[config.mk]
export PLATFORM = sky130hd
export DESIGN_NAME = oled_spi_receiver_flat
export DESIGN_NICKNAME = d
export VERILOG_FILES = /design/src/rtl/oled_spi_receiver_if.sv /design/src/rtl/oled_spi_receiver.sv /design/src/flat_wrapper.sv
export SDC_FILE = /design/constraint.sdc
export NUM_CORES = 1
export LEC_CHECK = 0
export ABC_AREA = 1
export ABC_CLOCK_PERIOD_IN_PS = 2950
export BUFFER_PORTS_ARGS = -buffer_cell sky130_fd_sc_hd__buf_2
export CORE_AREA = 2 2 89 91
export DETAILED_ROUTE_END_ITERATION = 7
export DIE_AREA = 0 0 91 93
export HOLD_SLACK_MARGIN = 0.15
export MAX_ROUTING_LAYER = met4
export PLACE_DENSITY_LB_ADDON = 0.2
export SLEW_MARGIN = 20
export SYNTH_ARGS = -nofsm -noshare
export SYNTH_HDL_FRONTEND = slang
export SYNTH_SLANG_ARGS = --single-unit
[constraint.sdc]
create_clock -name CLK100MHZ -period 2.95 [get_ports CLK100MHZ]
set_input_delay 0.4425 -clock CLK100MHZ [delete_from_list [all_inputs] [get_ports CLK100MHZ]]
set_output_delay 0.4425 -clock CLK100MHZ [all_outputs]
set_load 0.005 [all_outputs]
[src/rtl/oled_spi_receiver_if.sv]
// oled_spi_receiver_if
// Bundles the 4-wire OLED SPI link (cs_n, sclk, sdin, dc) with the decoded
// command/pixel outputs of the receiver.
//   slave  : the receiver (samples the SPI wires, drives decoded outputs)
//   master : the link driver / monitor (drives SPI wires, observes outputs)
interface oled_spi_receiver_if;
    logic        cs_n;
    logic        sclk;
    logic        sdin;
    logic        dc;
    logic [7:0]  cmd_byte;
    logic        cmd_valid;
    logic [12:0] pixel_index;
    logic [15:0] pixel_data;
    logic        pixel_valid;
    logic        frame_done;
    logic        short_byte_err;

    modport slave (
        input  cs_n, sclk, sdin, dc,
        output cmd_byte, cmd_valid, pixel_index, pixel_data, pixel_valid,
               frame_done, short_byte_err
    );

    modport master (
        output cs_n, sclk, sdin, dc,
        input  cmd_byte, cmd_valid, pixel_index, pixel_data, pixel_valid,
               frame_done, short_byte_err
    );
endinterface

[src/rtl/oled_spi_receiver.sv]
// oled_spi_receiver
// Serial-to-parallel decoder for the OLED SPI link, running in the 100 MHz
// domain. Reconstructs command bytes (dc=0) and RGB565 pixel writes built
// from pairs of data bytes (dc=1), with a wrapping pixel pointer.
// Ports:
//   CLK100MHZ : system clock
//   reset     : asynchronous, active-high reset
//   bus       : oled_spi_receiver_if.slave
//               in : cs_n, sclk, sdin, dc (asynchronous SPI wires)
//               out: cmd_byte/cmd_valid, pixel_index/pixel_data/pixel_valid,
//                    frame_done, short_byte_err (sticky)
module oled_spi_receiver #(
    parameter int SYNC_STAGES = 2,
    parameter int PIXELS      = 6144
) (
    input  logic                   CLK100MHZ,
    input  logic                   reset,
    oled_spi_receiver_if.slave     bus
);

    typedef enum logic {
        ST_HI = 1'b0,
        ST_LO = 1'b1
    } pair_state_e;

    // Synchronisers: bit 0 samples the pin, bit SYNC_STAGES-1 is the synced value
    logic [SYNC_STAGES-1:0] cs_sync_q,   cs_sync_d;
    logic [SYNC_STAGES-1:0] sclk_sync_q, sclk_sync_d;
    logic [SYNC_STAGES-1:0] sdin_sync_q, sdin_sync_d;
    logic [SYNC_STAGES-1:0] dc_sync_q,   dc_sync_d;
    logic                   sclk_prev_q, sclk_prev_d;
    logic                   cs_prev_q,   cs_prev_d;

    logic [6:0]  shift_q,   shift_d;
    logic [2:0]  bit_cnt_q, bit_cnt_d;
    pair_state_e state_q,   state_d;
    logic [7:0]  hi_q,      hi_d;
    logic [12:0] ptr_q,     ptr_d;

    logic [7:0]  cmd_byte_q,    cmd_byte_d;
    logic        cmd_valid_q,   cmd_valid_d;
    logic [12:0] pix_idx_q,     pix_idx_d;
    logic [15:0] pix_data_q,    pix_data_d;
    logic        pix_valid_q,   pix_valid_d;
    logic        frame_done_q,  frame_done_d;
    logic        err_q,         err_d;

    logic        cs_s, sclk_s, sdin_s, dc_s;
    logic        sclk_rise, cs_rise;
    logic [7:0]  byte_w;

    assign cs_s   = cs_sync_q[SYNC_STAGES-1];
    assign sclk_s = sclk_sync_q[SYNC_STAGES-1];
    assign sdin_s = sdin_sync_q[SYNC_STAGES-1];
    assign dc_s   = dc_sync_q[SYNC_STAGES-1];

    assign sclk_rise = sclk_s & ~sclk_prev_q & ~cs_s;
    assign cs_rise   = cs_s & ~cs_prev_q;
    // The byte as it stands once the current bit is shifted in
    assign byte_w    = {shift_q, sdin_s};

    always_comb begin
        cs_sync_d    = {cs_sync_q[SYNC_STAGES-2:0],   bus.cs_n};
        sclk_sync_d  = {sclk_sync_q[SYNC_STAGES-2:0], bus.sclk};
        sdin_sync_d  = {sdin_sync_q[SYNC_STAGES-2:0], bus.sdin};
        dc_sync_d    = {dc_sync_q[SYNC_STAGES-2:0],   bus.dc};
        sclk_prev_d  = sclk_s;
        cs_prev_d    = cs_s;

        shift_d      = shift_q;
        bit_cnt_d    = bit_cnt_q;
        state_d      = state_q;
        hi_d         = hi_q;
        ptr_d        = ptr_q;
        cmd_byte_d   = cmd_byte_q;
        pix_idx_d    = pix_idx_q;
        pix_data_d   = pix_data_q;
        err_d        = err_q;
        cmd_valid_d  = 1'b0;
        pix_valid_d  = 1'b0;
        frame_done_d = 1'b0;

        // Deselect wins over a coincident sclk rise; pairing state and pointer
        // survive because the driver may deselect between bytes.
        if (cs_rise) begin
            shift_d   = '0;
            bit_cnt_d = 3'd0;
            if (bit_cnt_q != 3'd0) begin
                err_d = 1'b1;
            end
        end else if (sclk_rise) begin
            shift_d   = byte_w[6:0];
            bit_cnt_d = bit_cnt_q + 3'd1;
            if (bit_cnt_q == 3'd7) begin
                if (!dc_s) begin
                    cmd_byte_d  = byte_w;
                    cmd_valid_d = 1'b1;
                    state_d     = ST_HI;
                    ptr_d       = 13'd0;
                end else if (state_q == ST_HI) begin
                    hi_d    = byte_w;
                    state_d = ST_LO;
                end else begin
                    pix_data_d  = {hi_q, byte_w};
                    pix_idx_d   = ptr_q;
                    pix_valid_d = 1'b1;
                    state_d     = ST_HI;
                    if (ptr_q == 13'(PIXELS - 1)) begin
                        ptr_d        = 13'd0;
                        frame_done_d = 1'b1;
                    end else begin
                        ptr_d = ptr_q + 13'd1;
                    end
                end
            end
        end
    end

    // Sync chains reset to the idle line levels (cs_n high, sclk high) so that
    // leaving reset never looks like a deselect or a clock edge.
    always_ff @(posedge CLK100MHZ or posedge reset) begin
        if (reset) begin
            cs_sync_q    <= '1;
            sclk_sync_q  <= '1;
            sdin_sync_q  <= '0;
            dc_sync_q    <= '0;
            sclk_prev_q  <= 1'b1;
            cs_prev_q    <= 1'b1;
            shift_q      <= '0;
            bit_cnt_q    <= 3'd0;
            state_q      <= ST_HI;
            hi_q         <= 8'd0;
            ptr_q        <= 13'd0;
            cmd_byte_q   <= 8'd0;
            cmd_valid_q  <= 1'b0;
            pix_idx_q    <= 13'd0;
            pix_data_q   <= 16'd0;
            pix_valid_q  <= 1'b0;
            frame_done_q <= 1'b0;
            err_q        <= 1'b0;
        end else begin
            cs_sync_q    <= cs_sync_d;
            sclk_sync_q  <= sclk_sync_d;
            sdin_sync_q  <= sdin_sync_d;
            dc_sync_q    <= dc_sync_d;
            sclk_prev_q  <= sclk_prev_d;
            cs_prev_q    <= cs_prev_d;
            shift_q      <= shift_d;
            bit_cnt_q    <= bit_cnt_d;
            state_q      <= state_d;
            hi_q         <= hi_d;
            ptr_q        <= ptr_d;
            cmd_byte_q   <= cmd_byte_d;
            cmd_valid_q  <= cmd_valid_d;
            pix_idx_q    <= pix_idx_d;
            pix_data_q   <= pix_data_d;
            pix_valid_q  <= pix_valid_d;
            frame_done_q <= frame_done_d;
            err_q        <= err_d;
        end
    end

    assign bus.cmd_byte       = cmd_byte_q;
    assign bus.cmd_valid      = cmd_valid_q;
    assign bus.pixel_index    = pix_idx_q;
    assign bus.pixel_data     = pix_data_q;
    assign bus.pixel_valid    = pix_valid_q;
    assign bus.frame_done     = frame_done_q;
    assign bus.short_byte_err = err_q;

endmodule

[src/flat_wrapper.sv]
// flat-port wrapper written by rule: the top's interface ports become plain ports
module oled_spi_receiver_flat 
#(
    parameter int SYNC_STAGES = 2,
    parameter int PIXELS      = 6144
)
  (CLK100MHZ, reset, bus_cs_n, bus_sclk, bus_sdin, bus_dc, bus_cmd_byte, bus_cmd_valid, bus_pixel_index, bus_pixel_data, bus_pixel_valid, bus_frame_done, bus_short_byte_err);
  oled_spi_receiver_if bus_i ();
  input  logic CLK100MHZ;
  input  logic reset;
  input wire logic [$bits(bus_i.cs_n)-1:0] bus_cs_n;
  input wire logic [$bits(bus_i.sclk)-1:0] bus_sclk;
  input wire logic [$bits(bus_i.sdin)-1:0] bus_sdin;
  input wire logic [$bits(bus_i.dc)-1:0] bus_dc;
  output wire logic [$bits(bus_i.cmd_byte)-1:0] bus_cmd_byte;
  output wire logic [$bits(bus_i.cmd_valid)-1:0] bus_cmd_valid;
  output wire logic [$bits(bus_i.pixel_index)-1:0] bus_pixel_index;
  output wire logic [$bits(bus_i.pixel_data)-1:0] bus_pixel_data;
  output wire logic [$bits(bus_i.pixel_valid)-1:0] bus_pixel_valid;
  output wire logic [$bits(bus_i.frame_done)-1:0] bus_frame_done;
  output wire logic [$bits(bus_i.short_byte_err)-1:0] bus_short_byte_err;
  assign bus_i.cs_n = bus_cs_n;
  assign bus_i.sclk = bus_sclk;
  assign bus_i.sdin = bus_sdin;
  assign bus_i.dc = bus_dc;
  assign bus_cmd_byte = bus_i.cmd_byte;
  assign bus_cmd_valid = bus_i.cmd_valid;
  assign bus_pixel_index = bus_i.pixel_index;
  assign bus_pixel_data = bus_i.pixel_data;
  assign bus_pixel_valid = bus_i.pixel_valid;
  assign bus_frame_done = bus_i.frame_done;
  assign bus_short_byte_err = bus_i.short_byte_err;
  oled_spi_receiver #(.SYNC_STAGES(SYNC_STAGES), .PIXELS(PIXELS)) u_core (.CLK100MHZ(CLK100MHZ), .reset(reset), .bus(bus_i));
endmodule
==> out/results.tsv <==
metric	value	unit
status	completed	
drt_iter0_drc	132	
ctsRootBufferMaster	clkbuf_8	
port_buffers	46	
track_usage	0.160	
synth_area	3330	um2
topRoutingLayerUsed	met4	
ys_seq_area_frac	0.627	
crit_top_cell	ha_1	
fmax	489	MHz
power	2.03	mW
synth_compound_area_frac	0.0831	
via_per_inst	4.78	
wl_met2	2.66	mm
start_kind	flip-flop	
tritoncts	built	
core_area	7530	um2
synth.top_cell.area_share	0.579	
grt-ovfl-total	0	
relSlewSlack	0.546	
cts_made_buffers	9	
hpwl	4.18	mm
synth-edff-count	0	
ioPinCount	47	
synthSimpleGateAreaFrac	0.206	
fin_tns_setup	0	ps
cts_buffer_depth	2	
worst-path-buf-inv	1	
clock_latency	350	ps
antenna_found_initial	0	
n_antenna_cell	0	
grt_start_max_net_pins	50	
synth.largest_area_cell	dfrtp_1	
drive_gt1_frac	0.185	
period_minus_slack	2040	ps
fin_cells	508	
grt_setup_unrepaired	no	
hp-class	in2async	
min_period_over_period	0.693	
cts_num_sinks	83	
cts_resized	0	
synth_common_cells	112 x nand2_1, 77 x dfrtp_1, 39 x inv_1	
grt_pass1_wl	10.5	mm
synthTopCellsByArea	dfrtp_1 58%, nand2_1 13%, o21ai_0 5.6%	
p_leak	2.01	nW
max_stage_delay	410	ps
ir_drop	0.254	mV
die_w	91	um
setup_viol	0	
ys_warn_count	0	
synthAdderAreaFrac	0.0150	
numPlacedInstances	492	
yosysMostFrequentCell	nand2_1	
rows	32	
crit_slowest_cell	inv_2	
skew	9.42	ps
cts-hold-fix-buffers	0	
crit_type	reg2reg	
met3_length	208	um
cap_violations	0	
synth.lib_cells_used.distinct	25	
fin_util	0.509	
end_kind	flip-flop	
start_util	0.442	
dieArea	8460	um2
ant_nets	0	
path_clk_slew	80	ps
place.gp.congestion	0.807	
critical_path_arrival	2240	ps
synth_flop_cell	dfrtp_1	
die_y	93	um
netlist_instances	354	
async_flop_share	1.00	
drt-met1-wl	3.07	mm
areaGrowthSynthToFinish	15.2	%
synth.avg_cell_area	9.39	um2
report.final.slew_viol_count	0	
ys_seq_elements	83	
grt_pass1_vias	2281	
synth_top_family_by_area	simple AND/OR/NAND/NOR gates	
path_max_fanout	49	
power.density	529	nW/um2
synth_nets	364	
muxShareOfSynthArea	0	
crit_family	simple AND/OR/NAND/NOR gates	
drc	0	
tightest_slew	680	ps
wl_per_cell	11.9	um
hold_viol_final	0	
cp.required	3140	ps
htreeDepth	3	
cts_post_setup_buffers_inserted	0	
dr.pass1.iters	4	
crit_path_cell_trace	ha_1 -> ha_1 -> nand3_4 -> nor3_4 -> inv_2 -> nand2_1 -> o21ai_0	
wirelength	6.04	mm
vias	2427	
fillCellCount	743	
final_nets	411	
synth_xor_area_frac	0.00263	
==> routing by layer <==
| metal | track usage | up-vias |
|---|---|---|
| li1 | - | 1213 |
| met1 | 0.221 | 1154 |
| met2 | 0.231 | 50 |
| met3 | 0.0282 | 10 |
| met4 | 0.0795 | 0 |
| met5 | - | - |
==> logic make-up (layout without fill, tap and decap cells) <==
logic type,count (synthesis),count (layout)
and+or+nand+nor,161,161
DFF,83,83
AOI/OAI and AO/OA,53,53
buffers and inverters,52,104
adders and majority gates,4,4
xor gates and xnor gates,1,1
==> worst paths after layout <==
path                            cells after the start                         to                 from  slack (ps)
worst max-delay path                                7  u_core.bus.pixel_index[7]  u_core.bit_cnt_q[0]         910
worst min-delay path                                2  u_core.bus.pixel_data[12]                reset         160
min in group CLK100MHZ                              1      u_core.sclk_sync_q[0]             bus_sclk         190
worst max register to register                      7  u_core.bus.pixel_index[7]  u_core.bit_cnt_q[0]         910
worst min register to register                      0        u_core.dc_sync_q[1]  u_core.dc_sync_q[0]         350
max in group asynchronous                           3           u_core.cs_prev_q                reset        2060
==> registers in the layout, indices dropped and copies added (netlist names), 2 cells and up <==
signal,flops
u_core.bus.pixel_data,16
u_core.bus.pixel_index,13
u_core.ptr_q,13
u_core.bus.cmd_byte,8
u_core.hi_q,8
u_core.shift_q,7
u_core.bit_cnt_q,3
u_core.cs_sync_q,2
u_core.dc_sync_q,2
u_core.sclk_sync_q,2
u_core.sdin_sync_q,2
==> power breakdown <==
part / leakage, nW / switching (mW) / internal [mW] / total (mW)
clock network: 0.101 / 0.387 / 0.415 / 0.803
registers: 1.12 / 0.0102 / 1.15 / 1.17
logic: 0.791 / 0.0436 / 0.0155 / 0.0592
total: 2.01 / 0.441 / 1.59 / 2.03
==> cell type report <==
class                   count  area (um2)  area share
flip-flops and latches     83        2080       0.544
multi-input cells         219        1020       0.266
repair buffers             47         250      0.0653
inverters                  41         155      0.0405
clock buffers              12         145      0.0379
well taps                 102         128      0.0333
clock inverters             4        48.8      0.0127
==> metrics by stage <==
stage          hold slack (ps)  instance area [um2]  worst slack (ps)
3_3_place_gp               334                 3640               973
4_1_cts                    175                 3830               849
6_report                   160                 3830               906
5_1_grt                    174                 3830               608
2_1_floorplan              331                 3330               381
3_5_place_dp               337                 3640               875
==> cells in the final DEF (no fill, tap or decap), types with 2 or more instances in the layout <==
master and instances:
dfstp_2 6, o21ai_1 5, a21oi_1 3, clkbuf_1 2, o22ai_1 6, buf_2 46, clkbuf_8 10, nand4_1 4
nand3_1 16, o21ai_0 37, dfrtp_1 77, ha_1 4, clkinv_2 3, nor2_1 23, inv_1 38, nand2_1 112
inv_2 2, nor2_4 2
Power figures use the tool's default switching activity.
